## src/rtl/serial_adder_24bit.sv

```systemverilog
// serial_adder_24bit: bit-serial adder producing {carry_out, sum} = a + b + carry_in.
// One full-adder step per clock, LSB first; a result appears WIDTH cycles after start.
//   clk, rst_n      : clock, asynchronous active-low reset
//   start           : begin an addition (accepted in IDLE or DONE)
//   a, b, carry_in  : operands, captured only on an accepted start
//   busy            : high while bits are being processed
//   done            : one-cycle pulse when sum/carry_out are newly valid
//   sum, carry_out  : registered result, held until the next result
module serial_adder_24bit #(
  parameter int unsigned WIDTH = 24
) (
  input  logic             clk,
  input  logic             rst_n,
  input  logic             start,
  input  logic [WIDTH-1:0] a,
  input  logic [WIDTH-1:0] b,
  input  logic             carry_in,
  output logic             busy,
  output logic             done,
  output logic [WIDTH-1:0] sum,
  output logic             carry_out
);

  localparam int unsigned     CW   = (WIDTH > 1) ? $clog2(WIDTH) : 1;
  localparam logic [CW-1:0]   LAST = CW'(WIDTH - 1);

  typedef enum logic [1:0] {
    IDLE,
    RUN,
    DONE
  } state_t;

  state_t           state;
  state_t           state_next;

  logic [WIDTH-1:0] a_reg;
  logic [WIDTH-1:0] b_reg;
  logic [WIDTH-1:0] res;
  logic [WIDTH-1:0] res_next;
  logic             carry;
  logic [CW-1:0]    cnt;

  logic             bit_a;
  logic             bit_b;
  logic             bit_s;
  logic             bit_c;
  logic             last;
  logic             capture;

  // Full-adder step on the bit selected by the counter.
  always_comb begin
    bit_a         = a_reg[cnt];
    bit_b         = b_reg[cnt];
    bit_s         = bit_a ^ bit_b ^ carry;
    bit_c         = (bit_a & bit_b) | (bit_a & carry) | (bit_b & carry);
    res_next      = res;
    res_next[cnt] = bit_s;
    last          = (cnt == LAST);
    capture       = start && (state != RUN);
  end

  // State register.
  always_ff @(posedge clk or negedge rst_n) begin
    if (!rst_n) begin
      state <= IDLE;
    end else begin
      state <= state_next;
    end
  end

  // Next-state and status outputs.
  always_comb begin
    state_next = state;
    busy       = 1'b0;
    done       = 1'b0;
    case (state)
      IDLE: begin
        if (start) begin
          state_next = RUN;
        end
      end
      RUN: begin
        busy = 1'b1;
        if (last) begin
          state_next = DONE;
        end
      end
      DONE: begin
        done       = 1'b1;
        state_next = start ? RUN : IDLE;
      end
      default: begin
        state_next = IDLE;
      end
    endcase
  end

  // Datapath: operand capture, serial accumulation, result load on the last bit.
  always_ff @(posedge clk or negedge rst_n) begin
    if (!rst_n) begin
      a_reg     <= '0;
      b_reg     <= '0;
      res       <= '0;
      carry     <= 1'b0;
      cnt       <= '0;
      sum       <= '0;
      carry_out <= 1'b0;
    end else if (capture) begin
      a_reg <= a;
      b_reg <= b;
      carry <= carry_in;
      res   <= '0;
      cnt   <= '0;
    end else if (state == RUN) begin
      res   <= res_next;
      carry <= bit_c;
      cnt   <= cnt + CW'(1);
      if (last) begin
        // Final carry goes only to carry_out; it never re-enters bit 0.
        sum       <= res_next;
        carry_out <= bit_c;
      end
    end
  end

endmodule
```

## config.mk

```make
export PLATFORM = sky130hd
export DESIGN_NAME = serial_adder_24bit
export DESIGN_NICKNAME = d
export VERILOG_FILES = /design/src/rtl/serial_adder_24bit.sv
export SDC_FILE = /design/constraint.sdc
export NUM_CORES = 1
export LEC_CHECK = 0
export ABC_AREA = 1
export BUFFER_PORTS_ARGS = -buffer_cell sky130_fd_sc_hd__buf_2
export CAP_MARGIN = 5
export CORE_MARGIN = 2
export CORE_UTILIZATION = 57
export DETAILED_ROUTE_END_ITERATION = 7
export GPL_TIMING_DRIVEN = 0
export PLACE_DENSITY = 0.78
export SLEW_MARGIN = 5
export SYNTH_ARGS = -nofsm -noshare
export SYNTH_HDL_FRONTEND = slang
export SYNTH_SLANG_ARGS = --single-unit
export TNS_END_PERCENT = 20
```

## constraint.sdc

```tcl
create_clock -name clk -period 8 [get_ports clk]
set_clock_uncertainty 0.1 [all_clocks]
set_input_delay 0 -clock clk [delete_from_list [all_inputs] [get_ports clk]]
set_output_delay 0 -clock clk [all_outputs]
set_load 0.05 [all_outputs]
```

==> flow_summary.json, run 1 <==
{
  "r2r_setup_slack_ns": 4.94,
  "drt_iter0_drc": 301,
  "final_common_cell": "nand2_1",
  "end_kind": "flip-flop",
  "cts_made_buffers": 9,
  "synth_fa_ha_area_frac": 0.0143,
  "clock-sinks": 104,
  "port_buffers": 78,
  "status": "finished, final reports clean",
  "syn_avg_cell_area_sq_um": 8.09,
  "hp-class": "input pin to async pin",
  "p_total_w": 0.00256,
  "setup_viol": 0,
  "grt_first_pass_wirelength_mm": 21.5,
  "r2r_end": "res[6]",
  "final_util": 0.742,
  "clockBufferDepth": 2,
  "first_pass_iters": 5,
  "ant_nets": 0,
  "vias_per_cell": 5.38,
  "areaGrowthSynthToFinish_pct": 25.4,
  "period_share": 0.382,
  "worst-r2r-cell-count": 14,
  "power_density_nw_per_um2": 417,
  "synth_top_family_by_area": "simple AND/OR/NAND/NOR gates",
  "synthMuxAreaShare": 0,
  "clock_latency_ns": 0.38,
  "layout-drive-gt1-share": 0.180,
  "drcViolationCount": 0,
  "cts_tree": "built",
  "hold_violations": 0,
  "post-route-min-period_ns": 3.06,
  "multi_input_area_sq_um": 1840,
  "cts-root-buf": "clkbuf_8",
  "drv_slew": 0,
  "synthXorXnorAreaFrac": 0,
  "track_usage": 0.282,
  "slew_headroom": 0.550,
  "core_sq_um": 8300,
  "cts_setup_buffers": 0,
  "timing.fmax_ghz": 0.327,
  "setup_tns_ns": 0,
  "die_w_microns": 96.8,
  "synth_seq_cells": 104,
  "critical_path_class": "flip-flop to flip-flop",
  "seqCellArea_sq_um": 2600,
  "synth_seq_area_share": 0.530,
  "startpoint_type": "flip-flop",
  "grt_pass1_vias": 4679,
  "worst-slew-pin-transition_ns": 0.675,
  "crit_start": "cnt[0]",
  "p_leak_nw": 3.10,
  "required_ns": 8.15,
  "mostFrequentLayoutCells": "nand2_1, dfrtp_1, buf_2",
  "die-area_sq_um": 9370,
  "grt_max_degree": 55,
  "syn_nets": 664,
  "n_fill_cell": 608,
  "syn_inst": 607,
  "yosysWarnings": 0,
  "finalNetCount": 806,
  "htree_levels": 3,
  "rr_startpoint": "cnt[0]",
  "initial_core_util": 0.591,
  "max_cap_violations": 0,
  "synth_compound_area_frac": 0.132,
  "wirelength_mm": 12.7,
  "vdd_drop_max_v": 0.000205,
  "yosys.area_share.simple": 0.229,
  "worstPathMaxFanout": 11,
  "rsz0062_at_grt": "no",
  "rows": 33,
  "ys_types": 24,
  "antennaDiodeCount": 0,
  "overflow": 0,
  "netlist_area_sq_um": 4910,
  "antenna_found_initial": 0,
  "wl_per_cell_microns": 14.8,
  "arrival_ns": 3.21,
  "die_h_microns": 96.8,
  "dp_hpwl_mm": 8.29,
  "clk_pin_slew_ns": 0.09,
  "place.gp.congestion": 0.926,
  "io-pin-count": 79,
  "num_vias": 4619
}
## per-layer routing
layer  up-vias  routed length (microns)  part of all wire  track usage
met4         0                      252             0.020        0.102
met3        23                      749             0.059       0.0434
met5         -                        0                 0            0
met1      2228                     5430              0.43        0.372
li1       2207                        -                 -            -
met2       161                     6300              0.49        0.475
## cells in the mapped netlist
cell        n  share of area
buf_1       1        0.00076
buf_2      17          0.017
buf_4       5         0.0076
buf_6       3         0.0069
clkbuf_1    3         0.0023
clkinv_1    1        0.00076
dfrtp_1   104           0.53
fa_1        1         0.0041
ha_1        4          0.010
inv_1      70          0.054
inv_2       5         0.0038
inv_4       1         0.0013
nand2_1   194           0.15
nand2_4     2         0.0046
nand3_1    48          0.049
nand4_1     1         0.0013
nor2_1     21          0.016
nor2_4      4         0.0092
nor3_1      1         0.0010
o21ai_0    81          0.083
o21ai_1    21          0.021
o21ai_2     6          0.011
o221ai_1    1         0.0018
o22ai_1    12          0.015
## what timing repair did
action | 4_1_cts | 5_1_grt
hold buffers | 52 | 0
endpoints found under the hold margin | 105 | 0
gates resized for setup | 0 | 0
## metrics by stage
step / worst slack, ns / area (sq um) / hold WS, ns / instances
2_1_floorplan: 5.44 / 4910 / -0.396 / 607
3_3_place_gp: 5.02 / 5430 / 0.101 / 790
3_5_place_dp: 5.02 / 5460 / -0.0231 / 791
4_1_cts: 4.99 / 6160 / 0.118 / 859
5_1_grt: 4.66 / 6160 / 0.164 / 859
6_report: 4.94 / 6160 / 0.0941 / 859
## critical path, cell delays in order, from the launching register on
cell      delay [ns]
dfrtp_1         0.41
buf_4           0.18
inv_4           0.11
buf_2           0.25
nor2_1          0.05
o21ai_0         0.22
nand2_1         0.07
nand2_1         0.06
nor2_1          0.05
fa_1            0.51
buf_2           0.19
clkbuf_1        0.37
nand3_1         0.13
nand3_1         0.13
o21ai_0         0.10
## area by class of cell
type | instances | share of cell area
Buffer | 29 | 0.0278
Clock buffer | 12 | 0.0236
Clock inverter | 4 | 0.00488
Inverter | 77 | 0.0474
Multi-Input combinational cell | 397 | 0.299
Sequential cell | 104 | 0.423
Tap cell | 105 | 0.0213
Timing Repair Buffer | 131 | 0.153
## where the power goes
part | total, W | internal (W) | switching (W)
combinational | 0.00139 | 0.000411 | 0.000980
clock | 0.000303 | 0.000122 | 0.000181
sequential | 0.000871 | 0.000765 | 0.000106
total | 0.00256 | 0.00130 | 0.00127
## how the worst max path moves through the flow
stage / endpoint / slack (ns) / cells after the start
3_5_place_dp: res[5] / 5.02 / 14
4_1_cts: res[5] / 4.99 / 14
6_report: res[6] / 4.94 / 14
3_3_place_gp: res[18] / 5.02 / 14
5_1_grt: res[5] / 4.66 / 14
2_1_floorplan: res[17] / 5.44 / 14
## logic make-up (layout without fill, tap and decap cells)
family / Yosys count / after routing
buffers and inverters: 106 / 253
adder cells (fa/ha/maj): 5 / 5
AO/OA/AOI/OAI: 121 / 121
AND/OR/NAND/NOR: 271 / 271
flip-flops: 104 / 104
(Power assumes the default switching activity.)
==> run 2, diff against run 1 <==
--- a/config.mk
+++ b/config.mk
@@ -5,14 +5,14 @@
 export SDC_FILE = /design/constraint.sdc
 export NUM_CORES = 1
 export LEC_CHECK = 0
-export ABC_AREA = 1
+export ABC_AREA = 0
 export BUFFER_PORTS_ARGS = -buffer_cell sky130_fd_sc_hd__buf_2
 export CAP_MARGIN = 5
 export CORE_MARGIN = 2
-export CORE_UTILIZATION = 57
+export CORE_UTILIZATION = 56
 export DETAILED_ROUTE_END_ITERATION = 7
 export GPL_TIMING_DRIVEN = 0
-export PLACE_DENSITY = 0.78
+export PLACE_DENSITY = 0.77
 export SLEW_MARGIN = 5
 export SYNTH_ARGS = -nofsm -noshare
 export SYNTH_HDL_FRONTEND = slang
==> constraint.sdc (replaced) <==
create_clock -name clk -period 3.1 [get_ports clk]
set_clock_uncertainty 0.1 [all_clocks]
set_input_delay 0 -clock clk [delete_from_list [all_inputs] [get_ports clk]]
set_output_delay 0 -clock clk [all_outputs]
set_load 0.05 [all_outputs]
==> flow_summary.json, run 2 <==
{
  "syn_nets": 430,
  "yosysWarnings": 0,
  "rr_startpoint": "cnt[1]",
  "wl_met1_mm": 4.94,
  "clk_pin_slew_ns": 0.11,
  "die_h_microns": 95.7,
  "max_cap_violations": 0,
  "multi_input_area_sq_um": 2080,
  "num_vias": 3799,
  "yosysMostFrequentCell": "dfrtp_1",
  "netlist.area_leader.share": 0.552,
  "rsz0062_at_grt": "yes",
  "final_common_cell": "dfrtp_1",
  "wl_met2_mm": 6.40,
  "critical_path_class": "flip-flop to flip-flop",
  "required_ns": 3.30,
  "port_buffers": 78,
  "clock_latency_ns": 0.37,
  "hold_violations": 0,
  "startpoint_type": "flip-flop",
  "slew_headroom": 0.463,
  "wirelength_mm": 12.5,
  "period_share": 1.01,
  "hp-class": "input pin to async pin",
  "crit_start": "cnt[1]",
  "areaGrowthSynthToFinish_pct": 33.1,
  "htree_levels": 3,
  "place.gp.congestion": 0.896,
  "drcViolationCount": 0,
  "cts_tree": "built",
  "drt_iter0_drc": 232,
  "finalNetCount": 584,
  "netlist_area_sq_um": 4710,
  "n_fill_cell": 500,
  "worst-slew-pin-transition_ns": 0.805,
  "dr.max_layer_used": "met4",
  "synth_top_cells_by_count": "dfrtp_1, mux2_2, a21oi_1",
  "io-pin-count": 79,
  "pre_cts_slack_ns": -0.375,
  "synth_top_cell_by_area": "dfrtp_1",
  "route.met3.wl_microns": 638,
  "antenna_found_initial": 0,
  "initial_core_util": 0.576,
  "first_pass_iters": 4,
  "track_usage": 0.279,
  "power_density_nw_per_um2": 1070,
  "grt_max_degree": 55,
  "syn_inst": 373,
  "wl_per_cell_microns": 19.6,
  "synth_seq_area_share": 0.552,
  "final_util": 0.767,
  "syn_avg_cell_area_sq_um": 12.6,
  "dp_hpwl_mm": 7.28,
  "cts-root-buf": "clkbuf_8",
  "synth_area_leaders": "dfrtp_1, mux2_2, mux4_2",
  "die_w_microns": 95.7,
  "setup_ws_ns": -0.0186,
  "p_total_w": 0.00674,
  "grt_first_pass_wirelength_mm": 19.1,
  "rows": 33,
  "ys_types": 36,
  "antennaDiodeCount": 0,
  "grt_pass1_vias": 3819,
  "die-area_sq_um": 9160,
  "timing.fmax_ghz": 0.321,
  "mostFrequentLayoutCells": "dfrtp_1, buf_2, mux2_2",
  "setup_tns_ns": -0.0186,
  "overflow": 0,
  "synth-main-ff-cell": "dfrtp_1",
  "setup_viol": 1,
  "async_flop_share": 1.00,
  "synth_edf_count": 0,
  "clockBufferDepth": 2,
  "vdd_drop_max_v": 0.000578,
  "post-route-min-period_ns": 3.12,
  "placed_cells": 557,
  "violations": "negative setup slack",
  "drv_slew": 0,
  "p_leak_nw": 3.04,
  "end_kind": "flip-flop",
  "clock-sinks": 104,
  "seqCellArea_sq_um": 2600,
  "core_sq_um": 8180,
  "ant_nets": 0,
  "vias_per_cell": 5.96,
  "synth_seq_cells": 104,
  "cts_made_buffers": 9,
  "arrival_ns": 3.32,
  "status": "complete, but fails checks",
  "worstPathMaxFanout": 9,
  "fin_cells": 637,
  "layout-drive-gt1-share": 0.419
}
run 2: critical path, stage by stage (launching register included):
cell and delay (ns):
dfrtp_1 0.42, buf_6 0.17, buf_4 0.11, mux2_2 0.33
a22oi_1 0.24, o21ai_0 0.15, a211oi_2 0.25, fa_2 0.53
buf_4 0.22, a311oi_4 0.34, a22o_1 0.19
run 2: where the power goes:
group	switching, W	internal (W)	total [W]	leakage (nW)
Clock	0.000494	0.000381	0.000875	0.0966
Combinational	0.00199	0.00166	0.00365	1.63
Sequential	0.000323	0.00189	0.00221	1.32
run 2: kinds of logic (layout without fill, tap and decap cells):
logic type	after synthesis	count (layout)	share of synthesized area
fa+ha+maj	5	5	0.0149
mux	65	65	0.177
buf+inv	38	197	0.0374
flops	104	104	0.552
compound gates	105	105	0.152
simple gates	56	56	0.0669
run 2: final timing paths:
path                             end  slack [ns]  depth (start not counted)
setup reg to reg             sum[11]       -0.02                         10
setup / recovery             sum[11]       -0.02                         10
min in group clk           a_reg[19]        0.29                          3
hold reg to reg            carry_out        0.39                          2
max in group asynchronous     cnt[3]        2.11                          3
hold / removal               sum[23]         0.1                          2
run 2: area by class of cell:
type,instances,area share
multi-input combinational,231,0.331
buffer,31,0.0307
clock buffer,9,0.0197
timing repair buffer,143,0.166
tap,105,0.0209
inverter,7,0.00419
sequential,104,0.415
clock inverter,7,0.0122
run 2: per-stage QoR:
step	area (sq um)	hold slack, ns
2_1_floorplan	4710	-0.396
3_3_place_gp	5230	0.133
3_5_place_dp	5260	-0.0283
4_1_cts	6100	0.117
5_1_grt	6270	0.171
6_report	6270	0.0951
run 2: layer usage:
metal  vias to the layer above  global-route usage
met5                         -                   0
met4                         0               0.131
met3                        42              0.0501
met2                       155               0.484
met1                      1897               0.340
li1                       1705                   -
run 2: what timing repair did:
action	CTS	global route
setup buffers	5	7
cloned	0	1
endpoints found under the setup margin	44	44
endpoints found under the hold margin	101	0
hold buffers	51	0
resized for setup	18	28
pin swaps	1	6
==> run 3, diff against run 2 <==
--- a/config.mk
+++ b/config.mk
@@ -5,7 +5,7 @@
 export SDC_FILE = /design/constraint.sdc
 export NUM_CORES = 1
 export LEC_CHECK = 0
-export ABC_AREA = 0
+export ABC_AREA = 1
 export BUFFER_PORTS_ARGS = -buffer_cell sky130_fd_sc_hd__buf_2
 export CAP_MARGIN = 5
 export CORE_MARGIN = 2
==> flow_summary.json, run 3 (synthesis results as in run 1) <==
{
  "status": "finished, final reports clean",
  "die-area_sq_um": 9530,
  "period_share": 0.944,
  "clock_latency_ns": 0.36,
  "vias_per_cell": 5.33,
  "hp-class": "input pin to async pin",
  "die_h_microns": 97.6,
  "place.gp.congestion": 0.901,
  "track_usage": 0.269,
  "cts_setup_buffers": 0,
  "p_sw_w": 0.00325,
  "arrival_ns": 3.05,
  "grtUsageMet3": 0.0331,
  "max_cap_violations": 0,
  "swShare": 0.480,
  "worst_path_max_delay_cell": "fa_1",
  "wirelength_mm": 12.3,
  "areaGrowthSynthToFinish_pct": 26.3,
  "required_ns": 3.22,
  "drv_slew": 0,
  "hold_violations": 0,
  "cts-root-buf": "clkbuf_8",
  "finalNetCount": 806,
  "worst_path_largest_cell_delay_ns": 0.51,
  "drt_iter0_drc": 284,
  "clock-sinks": 104,
  "end_kind": "flip-flop",
  "grt_first_pass_wirelength_mm": 20.8,
  "cts_made_buffers": 9,
  "antenna_found_initial": 0,
  "setup_tns_ns": 0,
  "seq_power_share": 0.331,
  "crit_top_cell": "nand2_1",
  "setup_viol": 0,
  "p_leak_nw": 3.14,
  "critical_path_class": "flip-flop to flip-flop",
  "worst-slew-pin-transition_ns": 0.733,
  "intPower_w": 0.00352,
  "grtUsageMet2": 0.445,
  "power_frac_clock": 0.133,
  "ant_nets": 0,
  "io-pin-count": 79,
  "initial_core_util": 0.571,
  "antennaDiodeCount": 0,
  "layout-drive-gt1-share": 0.184,
  "num_vias": 4582,
  "combPwrFrac": 0.535,
  "use_met1": 0.373,
  "placed_cells": 794,
  "die_w_microns": 97.6,
  "wl_per_cell_microns": 14.3,
  "post-route-min-period_ns": 2.93,
  "busiest_layer": "met2",
  "first_pass_iters": 5,
  "overflow": 0,
  "fin_cells": 860,
  "drcViolationCount": 0,
  "power_density_nw_per_um2": 1090,
  "worstPathMaxFanout": 11,
  "startpoint_type": "flip-flop",
  "grt_pass1_vias": 4537,
  "dp_hpwl_mm": 8.20,
  "clk_pin_slew_ns": 0.10,
  "clockBufferDepth": 2,
  "p_total_w": 0.00677,
  "slew_headroom": 0.511,
  "rsz0062_at_grt": "no",
  "mostFrequentLayoutCells": "nand2_1, dfrtp_1, buf_2",
  "cts_tree": "built",
  "core_sq_um": 8590,
  "htree_levels": 3,
  "timing.fmax_ghz": 0.342,
  "final_common_cell": "nand2_1",
  "rows": 34,
  "vdd_drop_max_v": 0.000504,
  "n_fill_cell": 647,
  "grt_max_degree": 57,
  "port_buffers": 78,
  "cp_cell_sequence": "buf_4, inv_4, clkbuf_4, nor2_1, o21ai_0, nand2_1, nand2_1, nor2_1, fa_1, buf_2, clkbuf_2, nand3_1, nand2_1, o22ai_1"
}
[run 3: cell count changes in the layout (fill, tap and decap cells not counted), sizes merged, moves of 22 or more]
cell	previous run	this run
nand2	20	196
o21ai	21	108
inv	10	76
mux2	56	0
nand3	6	48
a21oi	24	0
nor2	3	25
[run 3: what timing repair did]
| item | 4_1_cts | 5_1_grt |
|---|---|---|
| gates resized for setup | 0 | 4 |
| endpoints found under the setup margin | 0 | 20 |
| hold endpoints to repair | 110 | 0 |
| hold buffers | 52 | 0 |
[run 3: critical path: cells and delay by family, from the launching register on]
kind / cells / cell delay [ns]
buffers and inverters: 5 / 0.96
adder cells (fa/ha/maj): 1 / 0.51
AND/OR/NAND/NOR: 6 / 0.48
flip-flops: 1 / 0.41
AO/OA/AOI/OAI: 2 / 0.31
[run 3: worst paths after layout]
path	start	to	slack, ns	depth (start not counted)
hold reg to reg	a_reg[15]	a_reg[15]	0.38	2
min in group clk	b[20]	b_reg[20]	0.27	4
setup reg to reg	cnt[0]	res[15]	0.17	14
setup / recovery	cnt[0]	res[15]	0.17	14
max in group asynchronous	rst_n	cnt[3]	2.09	3
hold / removal	rst_n	b_reg[17]	0.13	2
[run 3: metal layers]
| layer | share of wire | wire length [microns] |
|---|---|---|
| met5 | 0 | 0 |
| met4 | 0.015 | 179 |
| met3 | 0.049 | 603 |
| met2 | 0.49 | 6000 |
| met1 | 0.45 | 5510 |
[run 3: layout make-up]
class,instances,area [sq um],area share
clock buffer,10,138,0.0222
sequential,104,2600,0.420
multi-input combinational,397,1840,0.297
clock inverter,4,70.1,0.0113
inverter,77,295,0.0476
buffer,29,175,0.0283
tap,108,135,0.0218
timing repair buffer,131,941,0.152
[run 3: through the flow]
stage,instance area [sq um],hold slack [ns],worst slack (ns),utilization
floorplan,4910,-0.396,0.545,-
global placement,5430,0.101,0.133,0.632
detailed placement,5460,0.00484,0.0875,0.636
CTS,6190,0.165,0.0555,0.721
global route,6200,0.199,0.0110,0.721
finish,6200,0.126,0.173,0.721
[run 3: power groups by stage]
| stage | combinational (W) | clock, W | sequential (W) |
|---|---|---|---|
| after detailed placement | 0.00343 | 0 | 0.00226 |
| after CTS | 0.00353 | 0.000909 | 0.00224 |
| after global routing | 0.00396 | 0.000961 | 0.00231 |
| after global placement | 0.00335 | 0 | 0.00224 |
| final | 0.00362 | 0.000903 | 0.00224 |
| after floorplan | 0.00200 | 0 | 0.00280 |
